<file path="src/rtl/expander.sv">
// ----------------------------------------------------------------------------
// expander
// Companding expander: turns 9-bit companded samples (sign + 8-bit code) into
// 10-bit two's complement linear samples through a 2-stage valid/ready
// pipeline with full back-pressure.
//
// Ports
//   clk        in   1   system clock, rising edge
//   reset      in   1   asynchronous, active-high; clears all pipeline state
//   in_valid   in   1   din holds a sample
//   in_ready   out  1   block accepts din this cycle
//   din        in   9   din[8] sign, din[7:0] code
//   out_valid  out  1   dout holds an expanded sample
//   out_ready  in   1   sink takes dout this cycle
//   dout       out  10  signed linear sample
// ----------------------------------------------------------------------------
module expander (
    input  logic       clk,
    input  logic       reset,
    input  logic       in_valid,
    output logic       in_ready,
    input  logic [8:0] din,
    output logic       out_valid,
    input  logic       out_ready,
    output logic [9:0] dout
);

    logic       r_s1_valid;
    logic       r_s1_sign;
    logic [7:0] r_s1_code;   // code already folded to the positive half
    logic       w_s2_load;
    logic       w_s1_load;
    logic [8:0] w_mag;

    // Piecewise-linear magnitude expansion, 8-bit code -> 9-bit magnitude.
    function automatic logic [8:0] expand_mag(input logic [7:0] c);
        logic [8:0] m1;
        logic [8:0] m2;
        logic [8:0] m4;
        m1 = {4'd0, c[4:0]};
        m2 = {3'd0, c[4:0], 1'b0};
        m4 = {2'd0, c[4:0], 2'b00};
        case (c[7:5])
            3'd0:    expand_mag = m1;
            3'd1:    expand_mag = 9'd32  + m1;
            3'd2:    expand_mag = 9'd64  + m1;
            3'd3:    expand_mag = 9'd96  + m2;
            3'd4:    expand_mag = 9'd160 + m2;
            3'd5:    expand_mag = 9'd224 + m4;
            3'd6:    expand_mag = 9'd352 + m4;
            default: expand_mag = 9'd480 + m1;
        endcase
    endfunction

    assign w_s2_load = r_s1_valid & (~out_valid | out_ready);
    // in_ready is combinational from out_ready so a full pipeline can still
    // accept on the same edge the sink drains it.
    assign in_ready  = ~r_s1_valid | w_s2_load;
    assign w_s1_load = in_valid & in_ready;
    assign w_mag     = expand_mag(r_s1_code);

    // Negative samples use ones'-complement symmetry: the code is inverted
    // on entry and the magnitude inverted again on exit.
    always_ff @(posedge clk or posedge reset) begin
        if (reset) begin
            r_s1_valid <= 1'b0;
            r_s1_sign  <= 1'b0;
            r_s1_code  <= 8'd0;
        end else begin
            if (w_s1_load) begin
                r_s1_sign <= din[8];
                r_s1_code <= din[8] ? ~din[7:0] : din[7:0];
            end
            if (w_s1_load)
                r_s1_valid <= 1'b1;
            else if (w_s2_load)
                r_s1_valid <= 1'b0;
        end
    end

    always_ff @(posedge clk or posedge reset) begin
        if (reset) begin
            out_valid <= 1'b0;
            dout      <= 10'h000;
        end else begin
            if (w_s2_load) begin
                dout      <= {r_s1_sign, r_s1_sign ? ~w_mag : w_mag};
                out_valid <= 1'b1;
            end else if (out_ready) begin
                out_valid <= 1'b0;
            end
        end
    end

endmodule

</file>
<file path="config.mk">
export PLATFORM = sky130hd
export DESIGN_NAME = expander
export DESIGN_NICKNAME = d
export VERILOG_FILES = /design/src/rtl/expander.sv
export SDC_FILE = /design/constraint.sdc
export NUM_CORES = 1
export LEC_CHECK = 0
export CELL_PAD_IN_SITES_DETAIL_PLACEMENT = 2
export CELL_PAD_IN_SITES_GLOBAL_PLACEMENT = 2
export CORE_ASPECT_RATIO = 0.75
export CORE_MARGIN = 10
export CORE_UTILIZATION = 34
export DETAILED_ROUTE_END_ITERATION = 6
export HOLD_SLACK_MARGIN = 0.05
export PLACE_DENSITY = 0.87
export SYNTH_ARGS = -nofsm -noshare
export SYNTH_HDL_FRONTEND = slang
export SYNTH_SLANG_ARGS = --single-unit
</file>
<file path="constraint.sdc">
create_clock -name clk -period 2.8 [get_ports clk]
set_clock_uncertainty 0.1 [all_clocks]
set_input_delay 0.56 -clock clk [delete_from_list [all_inputs] [get_ports clk]]
set_output_delay 0.56 -clock clk [all_outputs]
set_load 0.1 [all_outputs]
</file>
# [Yosys cells after proc, flatten, opt, wreduce, memory -nomap -nowiden]
# Cells that the tools add are included.
[word_totals] output_inout_bits=12 register_bits=21
[op_classes] n_addsub=7 n_mux=7 bitwise=8 reduce_logical=3 eq_ne=6
[ops] cell="case mux 9 bit (7 select lines)" count=1
[ops] cell="adder 8 x 6 -> 9 bit, first input constant" count=1
[ops] cell="adder 8 x 7 -> 9 bit, first input constant" count=1
[ops] cell="adder 9 x 7 -> 9 bit, first input constant" count=1
[ops] cell="equality test 3 bit, second input constant" count=3
[ops] cell="2-to-1 mux 9 bit" count=1
[ops] cell="inverter 9 bit" count=1
[ops] cell="adder 7 x 5 -> 8 bit, first input constant" count=1
[ops] cell="adder 7 x 6 -> 8 bit, first input constant" count=1
[ops] cell="2-to-1 mux 8 bit" count=1
[ops] cell="inverter 8 bit" count=1
[ops] cell="adder 6 x 5 -> 7 bit, first input constant" count=1
[ops] cell="adder 6 x 6 -> 7 bit, first input constant" count=1
[ops] cell="equality test 3 x 2 -> 1 bit, second input constant" count=2
[ops] cell="2-to-1 mux 1 bit" count=4
[ops] cell="nonzero test 2 bit" count=2
[ops] cell="equality test 3 x 1 -> 1 bit, second input constant" count=1
[ops] cell="zero test 3 bit" count=1
[ops] cell="AND 1 bit" count=2
[ops] cell="inverter 1 bit" count=2
[ops] cell="bitwise OR 1 bit" count=2

# [Logic depth before layout (Yosys ltp)]
# Gate-level depths: netlist (run 1).
[depth] ltp_word=6 ltp_mapped=6 depth_no_buf=6

# [Worst setup path before layout (run 1)]
# No wires, ideal clock.
[synth_path] kind="flip-flop to flip-flop" startpoint="reg out_valid" endpoint="reg r_s1_sign" setup_ns=0.125 arrival_time_ns=2.757 stages_incl_launch_ff=4 path_buffers=0 path_slack_ns=-0.182 path_cell_list="dfrtp_1 -> nand3b_1 -> nand2_1 -> mux2_2"
[synth_between] elab_chain_cells=5
[synth_lines] item="start: declaration" line_no="23" text="output logic out_valid,"
[synth_lines] item="start signal: assignment" line_no="83" text="out_valid <= 1'b0;"
[synth_lines] item="start signal: assignment" line_no="88" text="out_valid <= 1'b1;"
[synth_lines] item="start signal: assignment" line_no="90" text="out_valid <= 1'b0;"
[synth_lines] item="inverter 1 bit" line_no="55" text="assign w_s2_load = r_s1_valid & (~out_valid | out_ready);"
[synth_lines] item="bitwise OR 1 bit" line_no="55"
[synth_lines] item="AND 1 bit" line_no="55"
[synth_lines] item="bitwise OR 1 bit" line_no="58" text="assign in_ready = ~r_s1_valid | w_s2_load;"
[synth_lines] item="via in_ready" line_no="21" text="output logic in_ready,"
[synth_lines] item="AND 1 bit" line_no="59" text="assign w_s1_load = in_valid & in_ready;"
[synth_lines] item="end signal: assignment" line_no="71" text="r_s1_sign <= din[8];"
[synth_lines] item="end: declaration" line_no="29" text="logic r_s1_sign;"
# The timed path passes the listed nets, and every way through them passes these cells.
# A chain may end at the register's enable or synchronous reset.

# [Worst setup path in the final report (run 1)]
[layout_path] startpoint="in out_ready" endpoint="out in_ready"
[layout_between] elab_chain_cells=3
[layout_lines] item="start: declaration" line_no="24" text="input logic out_ready,"
[layout_lines] item="bitwise OR 1 bit" line_no="55"
[layout_lines] item="AND 1 bit" line_no="55"
[layout_lines] item="bitwise OR 1 bit" line_no="58"
[layout_lines] item="end: declaration" line_no="21"
# Every way passes these cells.

==> impl_metrics.tcl, run 1 <==
set metrics [dict create \
    clockBufferDepth 2 \
    fmax_mhz 473 \
    synthArstFlopShare_pct 100 \
    ys.flop_type "dfrtp_1" \
    crit_required_ns 2.14 \
    numCtsBuffers 3 \
    dieArea_um2 6930 \
    clk_latency_ns 0.27 \
    place_congestion 0.748 \
    io_buffers 24 \
    seq_area_um2 527 \
    worstMarginPinSlew_ns 0.826 \
    die_h_um 74.6 \
    multiInputGateArea_um2 731 \
    cap_violations 0 \
    comb_power_share_pct 53.8 \
    drv_slew 0 \
    p_int_mw 0.695 \
    hold_violations 0 \
    synth_cells 145 \
    grt_antenna_before_repair 0 \
    clockRootBuffer "clkbuf_8" \
    cts.htree.levels 1 \
    setup-tns-final_ns 0 \
    wire_per_inst_um 17.5 \
    worst_hold_slack_ns 0.391 \
    synth_top_cell_area_share_pct 38.8 \
    via_count 1160 \
    fin_nets 178 \
    path_clk_slew_ns 0.08 \
    grt_overflow 0 \
    seq_area_frac_synth_pct 38.8 \
    clkPwrFrac_pct 13.8 \
    rsz0062_at_grt "no" \
    synth_area_um2 1350 \
    dr.pass1.iters 4 \
    die_w_um 92.9 \
    drt-initial-drc-count 40 \
    cts_resized 0 \
    hold_class "flop to flop" \
    post-route-period-util_pct 75.5 \
    power_frac_seq_pct 32.4 \
    antenna_cells 0 \
    design.portCount 25 \
    cts_tree "yes" \
    cts_setup_buffers 0 \
    critPathLaunchType "input pin" \
    worst-path-max-fanout 3 \
    dpl.hpwl_um 2810 \
    slew_headroom_pct 44.9 \
    p_sw_mw 0.794 \
    syn_avg_cell_area_um2 9.34 \
    num-fill-cells 430 \
    grt_pass1_vias 1256 \
    status "finished, final reports clean" \
    synth_most_common_cell "dfrtp_1" \
    drive_gt1_share_pct 15.3 \
    drc_errors 0 \
    postRouteAntennaNets 0 \
    ys_top_cells_by_area "dfrtp_1, o21ai_0, xnor2_1" \
    critical_path_class "input pin to primary output" \
    synthToLayoutAreaGrowth_pct 19.2 \
    p_total_mw 1.49 \
    synth_common_cells "dfrtp_1, nand2_1, o21ai_0, nor2_1" \
    synth_top_area_cell "dfrtp_1" \
    grt_max_degree 22 \
    ys_ff_latch 21 \
    yosysWarnings 0 \
    ctsHoldBuffers 0 \
    p_leak_nw 0.689 \
    wirelength_um 3760 \
    synth_edf_count 0 \
    p_per_area_nw_per_um2 922 \
    fin_crit_ns 2.11 \
    ys_types 43 \
    via_per_inst 5.40 \
    finalSetupViolations 0 \
    rows 19 \
    end_kind "primary output" \
    cp.arrival_ns 1.45 \
    swShare_pct 53.3 \
    start_util_pct 36.0 \
    cts_sinks 21 \
    grtUsageTotal_pct 11.7 \
    ir_drop_uv 400 \
    synth_nets 159 \
    core_area_um2 3760 \
    grt_pass1_wl_um 6510 \
]
[critical path, cell delays in order]
cell             delay, ns
clkdlybuf4s50_1       0.41
nand3b_1              0.26
buf_12                0.23
[layout make-up]
type | instances | share of cell area (%)
Timing Repair Buffer | 25 | 14.3
Multi-Input combinational cell | 109 | 45.3
Clock inverter | 1 | 0.310
Inverter | 4 | 0.930
Tap cell | 52 | 4.03
Clock buffer | 3 | 2.56
Sequential cell | 21 | 32.6
[metal layers]
| layer | part of all wire [%] | global-route usage [%] | vias up |
|---|---|---|---|
| li1 | - | - | 551 |
| met1 | 48 | 14.9 | 583 |
| met2 | 46 | 18.7 | 19 |
| met3 | 3.9 | 3.67 | 7 |
| met4 | 1.6 | 3.58 | 0 |
| met5 | 0 | 0 | - |
[path summary, 6_finish.rpt]
check / startpoint / to / slack, ns / cells after the start
min: dout[9] / dout[9] / 0.39 / 2
min reg2reg: dout[9] / dout[9] / 0.39 / 2
max: out_ready / in_ready / 0.69 / 3
max in group asynchronous: reset / out_valid / 1.39 / 2
max reg2reg: r_s1_code[5] / dout[1] / 0.85 / 4
min in group asynchronous: reset / r_s1_valid / 0.65 / 2
[stage by stage]
step	cell area (µm²)	setup WS, ns	std cells	util [%]
2_1_floorplan	1360	0.143	145	-
3_3_place_gp	1570	0.603	211	41.7
3_5_place_dp	1570	0.490	211	41.7
4_1_cts	1610	0.685	215	43.0
5_1_grt	1610	0.633	215	43.0
6_report	1610	0.685	215	43.0
[cells in the final DEF, fill, tap and decap left out, drive strengths merged, types with 2 or more instances in the layout]
cell and count:
mux2i 4, o221ai 3, clkbuf 3, nor2 7, nand4b 3, dfrtp 21, xor2 6, xnor2 6
nand3b 4, inv 4, o21ai 12, nand3 6, a21oi 6, a31oi 2, clkdlybuf4s50 12, buf 13
nand2b 6, a21boi 3, or3 5, nand2 14, a2bb2oi 3, mux2 3, nand4 2
[registers in the layout, summed over array words and instances (netlist names)]
register	cells
r_s1_valid	1
out_valid	1
dout	10
r_s1_code	8
r_s1_sign	1
[kinds of logic (layout without fill, tap and decap cells)]
kind of cell | after synthesis | after routing | share of synthesized area [%]
fa+ha+maj | 1 | 1 | 0.924
compound gates | 37 | 37 | 18.4
mux | 7 | 7 | 5.45
flops | 21 | 21 | 38.8
buf+inv | 15 | 33 | 7.21
xor+xnor | 12 | 12 | 7.76
simple gates | 52 | 52 | 21.4
[power groups by stage]
| stage | combinational (mW) | clock [mW] | sequential [mW] |
|---|---|---|---|
| final | 0.801 | 0.206 | 0.482 |
| after global routing | 0.858 | 0.227 | 0.498 |
| after CTS | 0.810 | 0.217 | 0.481 |
| after detailed placement | 0.806 | 0 | 0.488 |
| after global placement | 0.788 | 0 | 0.478 |
| after floorplan | 0.285 | 0 | 0.826 |
(Power assumes the default switching activity.)
==> run 2, diff against run 1 <==
--- a/config.mk
+++ b/config.mk
@@ -9,10 +9,10 @@
 export CELL_PAD_IN_SITES_GLOBAL_PLACEMENT = 2
 export CORE_ASPECT_RATIO = 0.75
 export CORE_MARGIN = 10
-export CORE_UTILIZATION = 34
+export CORE_UTILIZATION = 28
 export DETAILED_ROUTE_END_ITERATION = 6
 export HOLD_SLACK_MARGIN = 0.05
-export PLACE_DENSITY = 0.87
+export PLACE_DENSITY = 0.77
 export SYNTH_ARGS = -nofsm -noshare
 export SYNTH_HDL_FRONTEND = slang
 export SYNTH_SLANG_ARGS = --single-unit
==> constraint.sdc (replaced) <==
create_clock -name clk -period 1.8 [get_ports clk]
set_clock_uncertainty 0.1 [all_clocks]
set_input_delay 0.36 -clock clk [delete_from_list [all_inputs] [get_ports clk]]
set_output_delay 0.36 -clock clk [all_outputs]
set_load 0.1 [all_outputs]
==> run 2 against run 1 <==
Cell count increased by 12%. Global-route usage is 0.27 points lower. Worst setup slack got worse by 0.62 ns. Sequential power up 60%. Via count rose by 8.4%. Critical endpoint unchanged. Hold slack worse by 0.060 ns. Register-to-register slack worse by 0.76 ns. First-iteration DRC count rose by 30%. Sequential share of layout area down 5.1 points. Die area grew 16%. Utilization shrank 0.69 points. Non-clock buffer count up 20.
==> impl_metrics.tcl, run 2 (synthesized netlist as in run 1, its figures left out) <==
set metrics [dict create \
    status "finished, final reports clean" \
    slew_headroom_pct 64.2 \
    fin_crit_ns 1.73 \
    fmax_mhz 578 \
    cts.htree.levels 1 \
    timing.final.ws_setup_ns 0.0700 \
    crit_family "buffers and inverters" \
    grt_pass1_wl_um 7350 \
    drv_slew 0 \
    rows 21 \
    cpPeakStageDelay_ns 0.41 \
    critical_path_class "input pin to primary output" \
    path_clk_slew_ns 0.08 \
    worstMarginPinSlew_ns 0.537 \
    io_buffers 24 \
    utilization_pct 42.3 \
    numPlacedInstances 231 \
    core_area_um2 4570 \
    worst_hold_slack_ns 0.331 \
    met3_usage_pct 3.68 \
    via_count 1257 \
    ir_drop_uv 1140 \
    drive_gt1_share_pct 27.9 \
    grt_use_met1_pct 12.6 \
    comb_power_share_pct 59.6 \
    grtUsageTotal_pct 11.4 \
    grt_overflow 0 \
    fin_nets 198 \
    dr.pass1.iters 4 \
    num-fill-cells 506 \
    drc_errors 0 \
    place_ws_ns -0.118 \
    start_util_pct 29.6 \
    regToRegSetupSlack_ns 0.09 \
    post-route-period-util_pct 96.1 \
    mostFrequentLayoutCells "buf_4, dfrtp_1" \
    dpl.hpwl_um 3400 \
    antenna_cells 0 \
    multiInputGateArea_um2 753 \
    cap_violations 0 \
    grtUsageMet2_pct 21.2 \
    via_per_inst 5.24 \
    end_kind "primary output" \
    grt_antenna_before_repair 0 \
    place_congestion 0.780 \
    grt_pass1_vias 1386 \
    swShare_pct 49.1 \
    finalSetupViolations 0 \
    p_sw_mw 1.34 \
    clkPwrFrac_pct 12.1 \
    wirelength_um 4580 \
    p_per_area_nw_per_um2 1410 \
    busiest_layer "met2" \
    worst-path-buf-inv 2 \
    synthToLayoutAreaGrowth_pct 42.8 \
    worst-path-max-fanout 3 \
    critPathLaunchType "input pin" \
    max_flop_register "dout" \
    cp_cell_sequence "clkdlybuf4s50_1 > nand3b_1 > buf_12" \
    clockBufferDepth 2 \
    numCtsBuffers 3 \
    seq_area_um2 532 \
    fin_cells 240 \
    p_leak_nw 0.844 \
    p_int_mw 1.38 \
    timing.rr.end "dout[2]" \
    worst_path_max_delay_cell "clkdlybuf4s50_1" \
    drt-initial-drc-count 52 \
    p_total_mw 2.72 \
    wire_per_inst_um 19.1 \
    reg_top3 "dout (10), r_s1_code (8)" \
    reg2reg_from "r_s1_code[6]" \
    place_area_um2 1830 \
    cp.arrival_ns 1.27 \
    die_w_um 100 \
    crit_required_ns 1.34 \
    cts_sinks 21 \
    die_h_um 80.2 \
    final_common_cell "buf_4" \
    rr_worst_depth 5 \
    hold_violations 0 \
    fin_area_um2 1930 \
    setup-tns-final_ns 0 \
    hold_class "input pin to asynchronous set/reset pin" \
    largest_register_ffs 10 \
    power_frac_seq_pct 28.3 \
    clk_latency_ns 0.27 \
    dieArea_um2 8050 \
    design.portCount 25 \
    grt_max_degree 22 \
    postRouteAntennaNets 0 \
    clockRootBuffer "clkbuf_8" \
    cts_tree "yes" \
]
## run 2: cell count changes in the layout (fill, tap and decap cells not counted), sizes merged
cell / delta
buf: +19
clkbuf: +1
## run 2: area by class of cell
type	instances	area share (%)
Clock buffer	3	2.14
Clock inverter	1	0.259
Multi-Input combinational cell	109	39.0
Timing Repair Buffer	45	26.7
Tap cell	57	3.69
Sequential cell	21	27.5
Inverter	4	0.777
## run 2: what timing repair did
| item | 4_1_cts | 5_1_grt |
|---|---|---|
| endpoints found under the setup margin | 4 | 3 |
| gates resized for setup | 2 | 5 |
| hold buffers | 0 | 0 |
| pin swaps | 0 | 2 |
| setup buffers | 3 | 2 |
## run 2: worst max-delay path by stage
stage	start	end	slack, ns	depth (start not counted)
2_1_floorplan	out_valid	r_s1_code[1]	-0.62	4
3_3_place_gp	out_ready	dout[3]	0.04	6
3_5_place_dp	r_s1_code[6]	dout[6]	-0.12	5
4_1_cts	r_s1_code[5]	dout[6]	0.01	4
5_1_grt	r_s1_code[6]	dout[2]	-0.01	5
6_report	out_ready	in_ready	0.07	3
## run 2: power groups by stage
stage	combinational, mW	sequential, mW	clock [mW]
after global placement	1.53	0.763	0
final	1.62	0.770	0.328
after detailed placement	1.58	0.783	0
after floorplan	0.447	1.29	0
after CTS	1.61	0.771	0.334
after global routing	1.70	0.796	0.359
## run 2: worst register-to-register path, delay by kind of cell, from the launching register on
kind / cells / cell delay (ns)
buffers and inverters: 1 / 0.19
AND/OR/NAND/NOR: 1 / 0.36
flip-flops: 1 / 0.50
AO/OA/AOI/OAI: 3 / 0.49
## run 2: metal layers
layer | vias up | wire (µm)
met2 | 23 | 2410
met5 | - | 0
met3 | 8 | 219
li1 | 593 | -
met1 | 633 | 1880
met4 | 0 | 65
==> run 3, diff against run 2 <==
--- a/config.mk
+++ b/config.mk
@@ -7,12 +7,13 @@
 export LEC_CHECK = 0
 export CELL_PAD_IN_SITES_DETAIL_PLACEMENT = 2
 export CELL_PAD_IN_SITES_GLOBAL_PLACEMENT = 2
-export CORE_ASPECT_RATIO = 0.75
+export CORE_ASPECT_RATIO = 1.1
 export CORE_MARGIN = 10
 export CORE_UTILIZATION = 28
 export DETAILED_ROUTE_END_ITERATION = 6
 export HOLD_SLACK_MARGIN = 0.05
 export PLACE_DENSITY = 0.77
+export SLEW_MARGIN = 20
 export SYNTH_ARGS = -nofsm -noshare
 export SYNTH_HDL_FRONTEND = slang
 export SYNTH_SLANG_ARGS = --single-unit
==> constraint.sdc (replaced) <==
create_clock -name clk -period 1.5 [get_ports clk]
set_clock_uncertainty 0.1 [all_clocks]
set_input_delay 0.3 -clock clk [delete_from_list [all_inputs] [get_ports clk]]
set_output_delay 0.3 -clock clk [all_outputs]
set_load 0.1 [all_outputs]
==> run 3 against run 2 <==
The flow now finishes with violations (setup timing). Cell count grew 6.7%. Critical path type is now flop to flop. Register-to-register slack lost 0.22 ns. Critical endpoint is now dout[4]. Sequential cell count is the same. Worst setup slack lost 0.20 ns. Combinational power grew 41%. Global-route usage grew 0.78 points.
==> impl_metrics.tcl, run 3 (synthesized netlist as in run 1, its figures left out) <==
set metrics [dict create \
    rows 26 \
    io_buffers 24 \
    drive_gt1_share_pct 42.5 \
    cp.arrival_ns 1.69 \
    violations "setup timing" \
    reg_top3 "dout (10), r_s1_code (8)" \
    die_h_um 92.9 \
    ir_drop_uv 580 \
    start_util_pct 29.1 \
    via_count 1342 \
    place_ws_ns -0.317 \
    fmax_mhz 613 \
    postRouteAntennaNets 0 \
    wirelength_um 5020 \
    final_common_cell "buf_4" \
    path_clk_slew_ns 0.09 \
    cts_tree "yes" \
    dpl.hpwl_um 3240 \
    cts.htree.levels 1 \
    ctsHoldBuffers 0 \
    mostFrequentLayoutCells "buf_4, dfrtp_1, buf_12, nand2_1, clkdlybuf4s50_1" \
    place_area_um2 1910 \
    grt_pass1_wl_um 7890 \
    hold_class "input pin to asynchronous set/reset pin" \
    worst-path-max-fanout 6 \
    grtUsageTotal_pct 12.2 \
    dieArea_um2 8020 \
    core_area_um2 4650 \
    p_leak_nw 0.980 \
    worstMarginPinSlew_ns 0.417 \
    grt_antenna_before_repair 0 \
    critPathLaunchType "flop" \
    largest_register_ffs 10 \
    grt_max_degree 22 \
    end_kind "flop" \
    synthToLayoutAreaGrowth_pct 66.1 \
    die_w_um 86.3 \
    place_congestion 0.806 \
    worst_path_max_delay_cell "dfrtp_2" \
    rsz0062_at_grt "yes" \
    via_per_inst 5.24 \
    cts_sinks 21 \
    slew_headroom_pct 72.2 \
    crit_required_ns 1.56 \
    post-route-period-util_pct 109 \
    grt_overflow 0 \
    fin_nets 215 \
    timing.rr.end "dout[4]" \
    p_per_area_nw_per_um2 1590 \
    wire_per_inst_um 19.6 \
    hold_violations 0 \
    design.portCount 25 \
    worst_hold_slack_ns 0.264 \
    cap_violations 0 \
    antenna_cells 0 \
    dr.pass1.iters 4 \
    max_flop_register "dout" \
    worst-path-buf-inv 2 \
    rr_worst_depth 6 \
    clk_latency_ns 0.27 \
    critical_path_class "flop to flop" \
    num-fill-cells 476 \
    cp_cell_sequence "buf_12 > buf_6 > or3_1 > o221ai_2 > a2bb2oi_2 > nand3_1" \
    grt_pass1_vias 1544 \
    fin_area_um2 2250 \
    status "complete, but fails checks" \
    regToRegSetupSlack_ns -0.13 \
    clockBufferDepth 2 \
    crit_family "flip-flops" \
    fin_crit_ns 1.63 \
    reg2reg_from "r_s1_code[6]" \
    drv_slew 0 \
    clockRootBuffer "clkbuf_8" \
    cpPeakStageDelay_ns 0.44 \
    numCtsBuffers 3 \
    drt-initial-drc-count 51 \
    finalSetupViolations 6 \
    timing.final.ws_setup_ns -0.132 \
    drc_errors 0 \
]
==> run 3: cell types whose count changed in the layout (fill, tap and decap cells not counted), moves of 6 or more <==
cell	delta
buf_4	+7
buf_6	+7
o21ai_0	-6
o21ai_1	+6
==> run 3: worst max-delay path by stage <==
stage,startpoint,end,cells after the start
after floorplan,out_valid,r_s1_code[1],4
after global placement,out_ready,dout[4],5
after detailed placement,out_ready,dout[1],5
after CTS,r_s1_code[6],dout[4],6
after global routing,r_s1_code[6],dout[4],6
final,r_s1_code[6],dout[4],6
==> run 3: worst min-delay path: stages <==
cell and delay [ns]:
clkdlybuf4s50_1 0.39, inv_1 0.05, buf_4 0.29
==> run 3: layer usage <==
metal  global-route usage (%)  vias up  wire length, µm
met1                     13.1      686             2000
met2                     22.9       27             2770
met5                        0        -                0
met4                     4.46        0               60
met3                     2.37        5              195
li1                         -      624                -
==> run 3: layout make-up <==
class                           instances  area, µm²  share of cell area [%]
Clock buffer                            4       45.0                    2.00
Inverter                                4       15.0                   0.668
Multi-Input combinational cell        109        875                    38.9
Sequential cell                        21        533                    23.7
Tap cell                               56       70.1                    3.12
Timing Repair Buffer                   62        711                    31.6
==> run 3: what timing repair did <==
action | 4_1_cts | 5_1_grt
setup endpoints to repair | 9 | 14
pin swaps | 11 | 10
resized for setup | 25 | 20
setup buffers | 11 | 4
gates cloned | 0 | 1
==> run 3: stage by stage <==
step           utilization [%]  power (mW)  cells  TNS (ns)
6_report                  48.3        3.58    256    -0.615
5_1_grt                   48.3        3.76    256     -1.17
4_1_cts                   45.5        3.44    251    -0.427
3_5_place_dp              41.0        2.88    236     -4.45
3_3_place_gp              41.0        2.81    236     -3.06
2_1_floorplan                -        2.11    145     -8.96
==> run 3: where the power goes <==
part	switching, mW	total (mW)	internal (mW)
Clock	0.212	0.402	0.190
Combinational	1.32	2.28	0.964
Sequential	0.184	0.894	0.710
